### src/rtl/seq_detector_param.sv
// Serial bit-pattern detector with a runtime-programmable pattern/length, overlap and
// Mealy/Moore selection, plus a saturating match counter.
module seq_detector_param #(
  parameter int unsigned        MAX_LEN     = 8,
  parameter int unsigned        CNT_W       = 8,
  parameter logic [MAX_LEN-1:0] RST_PATTERN = MAX_LEN'(8'b0000_1010),
  parameter int unsigned        RST_LEN     = 4,
  localparam int unsigned       LW          = $clog2(MAX_LEN + 1)
) (
  input  logic               clk,
  input  logic               rst,
  input  logic               x,
  input  logic               in_valid,
  input  logic               cfg_we,
  input  logic [MAX_LEN-1:0] cfg_pattern,
  input  logic [LW-1:0]      cfg_len,
  input  logic               cfg_overlap,
  input  logic               cfg_moore,
  input  logic               cnt_clr,
  output logic               match,
  output logic [CNT_W-1:0]   match_count
);

  logic [MAX_LEN-1:0] pat_q, pat_d;
  logic [LW-1:0]      len_q, len_d;
  logic               ovl_q, ovl_d;
  logic               moore_q, moore_d;
  logic [MAX_LEN-1:0] hist_q, hist_d;
  logic [LW-1:0]      fill_q, fill_d;
  logic               match_q, match_d;
  logic [CNT_W-1:0]   cnt_q, cnt_d;

  logic               acc_c;
  logic               hit_c;
  logic [MAX_LEN-1:0] window_c;
  logic [MAX_LEN-1:0] mask_c;
  logic [LW-1:0]      len_m1_c;
  logic [LW-1:0]      len_ld_c;

  // Next-state: history/fill tracking, hit detection, config load and counter.
  always_comb begin
    pat_d    = pat_q;
    len_d    = len_q;
    ovl_d    = ovl_q;
    moore_d  = moore_q;
    hist_d   = hist_q;
    fill_d   = fill_q;
    match_d  = 1'b0;
    cnt_d    = cnt_q;
    mask_c   = '0;

    acc_c    = in_valid & ~cfg_we;
    window_c = {hist_q[MAX_LEN-2:0], x};
    len_m1_c = len_q - LW'(1);
    for (int unsigned i = 0; i < MAX_LEN; i++) begin
      mask_c[i] = (i < 32'(len_q));
    end
    // Only the low L bits of the window take part in the comparison.
    hit_c = acc_c && (fill_q >= len_m1_c) &&
            (((window_c ^ pat_q) & mask_c) == '0);

    if (cfg_len == '0) begin
      len_ld_c = LW'(1);
    end else if (cfg_len > LW'(MAX_LEN)) begin
      len_ld_c = LW'(MAX_LEN);
    end else begin
      len_ld_c = cfg_len;
    end

    if (cfg_we) begin
      pat_d   = cfg_pattern;
      len_d   = len_ld_c;
      ovl_d   = cfg_overlap;
      moore_d = cfg_moore;
      hist_d  = '0;
      fill_d  = '0;
    end else if (acc_c) begin
      hist_d = window_c;
      if (hit_c && !ovl_q) begin
        fill_d = '0;
      end else if (fill_q < len_q) begin
        fill_d = fill_q + LW'(1);
      end
    end

    match_d = hit_c;

    if (cnt_clr) begin
      cnt_d = '0;
    end else if (hit_c && (cnt_q != '1)) begin
      cnt_d = cnt_q + CNT_W'(1);
    end
  end

  always_ff @(posedge clk) begin
    if (rst) begin
      pat_q   <= RST_PATTERN;
      len_q   <= LW'(RST_LEN);
      ovl_q   <= 1'b1;
      moore_q <= 1'b0;
      hist_q  <= '0;
      fill_q  <= '0;
      match_q <= 1'b0;
      cnt_q   <= '0;
    end else begin
      pat_q   <= pat_d;
      len_q   <= len_d;
      ovl_q   <= ovl_d;
      moore_q <= moore_d;
      hist_q  <= hist_d;
      fill_q  <= fill_d;
      match_q <= match_d;
      cnt_q   <= cnt_d;
    end
  end

  // Mealy output is the live hit; Moore output is the hit delayed one cycle.
  assign match       = moore_q ? match_q : hit_c;
  assign match_count = cnt_q;

endmodule

### config.mk
export PLATFORM = sky130hd
export DESIGN_NAME = seq_detector_param
export DESIGN_NICKNAME = d
export VERILOG_FILES = /design/src/rtl/seq_detector_param.sv
export SDC_FILE = /design/constraint.sdc
export NUM_CORES = 1
export LEC_CHECK = 0
export BUFFER_PORTS_ARGS = -buffer_cell sky130_fd_sc_hd__buf_2
export CAP_MARGIN = 10
export CORE_ASPECT_RATIO = 1.25
export CORE_MARGIN = 2
export CORE_UTILIZATION = 50
export DETAILED_ROUTE_END_ITERATION = 10
export PLACE_DENSITY_LB_ADDON = 0.08
export SYNTH_ARGS = -nofsm -noshare
export SYNTH_HDL_FRONTEND = slang
export SYNTH_SLANG_ARGS = --single-unit
### constraint.sdc
create_clock -name clk -period 2.5 [get_ports clk]
set_input_delay 0.375 -clock clk [delete_from_list [all_inputs] [get_ports clk]]
set_output_delay 0.375 -clock clk [all_outputs]
set_load 0.05 [all_outputs]
==> impl_metrics.toml <==
[run_status]
status = "finished, violations left"
violations = "negative setup slack"

[timing]
max_freq_mhz = 382
whs_ns = 0.291
maxSlewViolCount = 0
relSlewSlack_pct = 72.5
finalCritPeriodShare_pct = 105
period_minus_slack_ns = 2.62
skew_ns = 0.00746
grt_setup_unrepaired = "true"
setup_violations = 1
tns_ns = -0.115
worst_pin_slew_ns = 0.412
hold_viol = 0
worst_slack_ns = -0.115

[min_path]
hold_path.class = "input pin to register"

[final_layout]
nets = 276
layout_common_cells = "32 x dfxtp_1, 28 x nor2_1, 27 x buf_2"
area.sequential_sq_um = 688
multi_input_area_sq_um = 1080
num-fill-cells = 294
fin_cells = 283
areaGrowthSynthToFinish_pct = 24.4
final_common_cell = "dfxtp_1"
drive_above_1_share_pct = 27.0
diodes = 0

[critical_path]
cpMostUsedCell = "ha_4"
rrSetupSlack_ns = 0.10
path_class = "register to output port"
critPathMaxStageDelay_ns = 0.38
required_ns = 2.12
path_depth = 10
slowest_stage = "dfxtp_4"
crit_buf_inv = 3
path_delay_family = "compound AO/OA/AOI/OAI gates"
r2r-start = "len_q[1]"
crit_end = "match"
cp_max_fo = 4
cp.arrival_ns = 2.24
cp-end-kind = "output port"
startpoint = "len_q[1]"
reg2reg_to = "match_count[4]"
start_kind = "register"
reg2reg_depth = 10
path_cells = "inv_4 > ha_4 > xnor2_4 > ha_4 > o21ai_1 > a221oi_2 > nand4_1 > buf_4 > o21ai_4 > buf_6"

[grt]
overflow = 0
grt_max_degree = 19
antenna_found_initial = 0
track_usage_pct = 21.2
grt_pass1_wl_microns = 6570
grt_pass1_vias = 1470

[clock_tree]
cts_buffers = 5
cts_buffer_depth = 2
clock_latency_ns = 0.29
cts-root-buf = "clkbuf_8"
clock-sinks = 34
ctsHtreeMaxLevel = 2
cts.clk_slew.worst_paths_ns = 0.07
cts_tree = "yes"

[route]
vias = 1535
routedWlPerCell_microns = 14.4
drc = 0
drtIter0Drc = 39
finalWirelength_microns = 4070
first_pass_iters = 4
detail-route-antenna-nets = 0
avgViaCountPerCell = 5.42

[pwr]
power.leakage_uw = 0.000974
irDropWorstVdd_mv = 0.412
power.internal_uw = 906
p_clk_share_pct = 39.8
power_density_nw_per_um2 = 535
sw_frac_of_total_pct = 23.8
switchingPower_uw = 283
seq_power_share_pct = 48.0
combPwrFrac_pct = 12.3

[logic_synthesis]
ys_warn_count = 0
synth_top_cell_by_area = "dfxtp_1"
yosys.area.top_type_share_pct = 38.1
ys.flop_type = "dfxtp_1"
syn_area_sq_um = 1790
syn_nets = 237
synth_edf_count = 0
ys_seq_area_share_pct = 38.1
syn_avg_cell_area_sq_um = 8.76
post_synth_num_cell_types = 37
synth_seq_cells = 34
synth_area_leaders = "dfxtp_1 38%, ha_1 9.1%, mux2i_1 8.4%, nor2_1 5.9%, xnor2_1 3.4%"
postSynthCellCount = 204
async_flop_share_pct = 0

[floorplanning]
die_w_microns = 57.5
io_pins = 29
core_area_sq_um = 3450
rows = 24
dieArea_sq_um = 4070
initial_utilization_pct = 51.7
die_h_microns = 70.8

[placed_design]
dpl.hpwl_microns = 3000
dpl.cell_count = 272
port_buffers = 28
place_congestion = 0.889

[flow_run]
cap_violations = 0
-- what timing repair did --
action	CTS	global route
hold buffers	0	0
setup endpoints to repair	2	4
pin swaps	6	5
buffers inserted	4	0
endpoints found under the hold margin	0	0
gates resized for setup	8	9
-- sequential cells by signal (all words and copies together) (netlist names) --
| name | flops |
|---|---|
| len_q | 4 |
| moore_q | 1 |
| hist_q | 7 |
| match_q | 1 |
| pat_q | 8 |
| match_count | 8 |
| ovl_q | 1 |
| fill_q | 4 |
-- worst min path at each step --
stage | cells past startpoint | from | slack (ns) | endpoint
floorplan | 2 | pat_q[7] | 0.48 | pat_q[7]
global placement | 2 | match_count[4] | 0.48 | match_count[4]
detailed placement | 2 | match_count[4] | 0.49 | match_count[4]
CTS | 2 | cfg_pattern[3] | 0.29 | pat_q[3]
global route | 2 | cfg_overlap | 0.29 | ovl_q
finish | 2 | cfg_overlap | 0.29 | ovl_q
-- cell usage after synthesis, types with 2 or more instances --
cell type / instances
nand2_1: 11
o31ai_1: 2
nand3_1: 7
and3_1: 3
nor3_1: 3
xor2_1: 6
or3_1: 2
nor2b_1: 5
nor3b_1: 2
o21ai_0: 9
a21oi_1: 11
mux2i_1: 15
a211o_1: 3
nand4_1: 5
clkbuf_1: 5
a211oi_1: 2
xnor2_1: 7
buf_6: 2
inv_1: 10
dfxtp_1: 34
buf_2: 2
or2_2: 3
ha_1: 13
nor2_1: 28
or4_1: 2
-- cell type report --
class	instances	share of cell area, %
Multi-Input combinational cell	150	48.6
Sequential cell	34	31.0
Timing Repair Buffer	42	11.3
Clock buffer	8	4.95
Tap cell	39	2.20
Inverter	10	1.91
-- layer usage --
metal | global-route usage, % | wire length, microns | up-vias | part of all wire, %
li1 | - | - | 785 | -
met1 | 21.0 | 1520 | 707 | 37
met2 | 39.6 | 2310 | 32 | 57
met3 | 5.85 | 159 | 11 | 3.9
met4 | 9.56 | 87 | 0 | 2.1
met5 | 0 | 0 | - | 0
-- per-stage QoR --
step,setup slack [ns],total power [uW],util (%),area (sq um)
finish,-0.115,1190,64.3,2220
global route,-0.254,1230,64.3,2220
CTS,-0.114,1190,63.2,2180
detailed placement,-0.0566,711,58.4,2020
global placement,0.0245,705,58.4,2020
floorplan,0.00586,668,-,1810
-- logic make-up after synthesis --
family,Yosys count,synth area share [%]
buffers and inverters,20,5.18
adder cells (fa/ha/maj),13,9.10
AND/OR/NAND/NOR,74,20.2
multiplexers,15,8.40
flip-flops,34,38.1
XOR/XNOR,13,6.37
AO/OA/AOI/OAI,35,12.7
-- power groups by stage --
stage | Combinational [uW] | Clock [uW] | Sequential [uW]
floorplan | 89.8 | 0 | 578
global route | 162 | 496 | 572
finish | 146 | 473 | 570
global placement | 124 | 0 | 580
CTS | 140 | 485 | 569
detailed placement | 130 | 0 | 581
No activity file was read; power rests on OpenSTA's default activity.
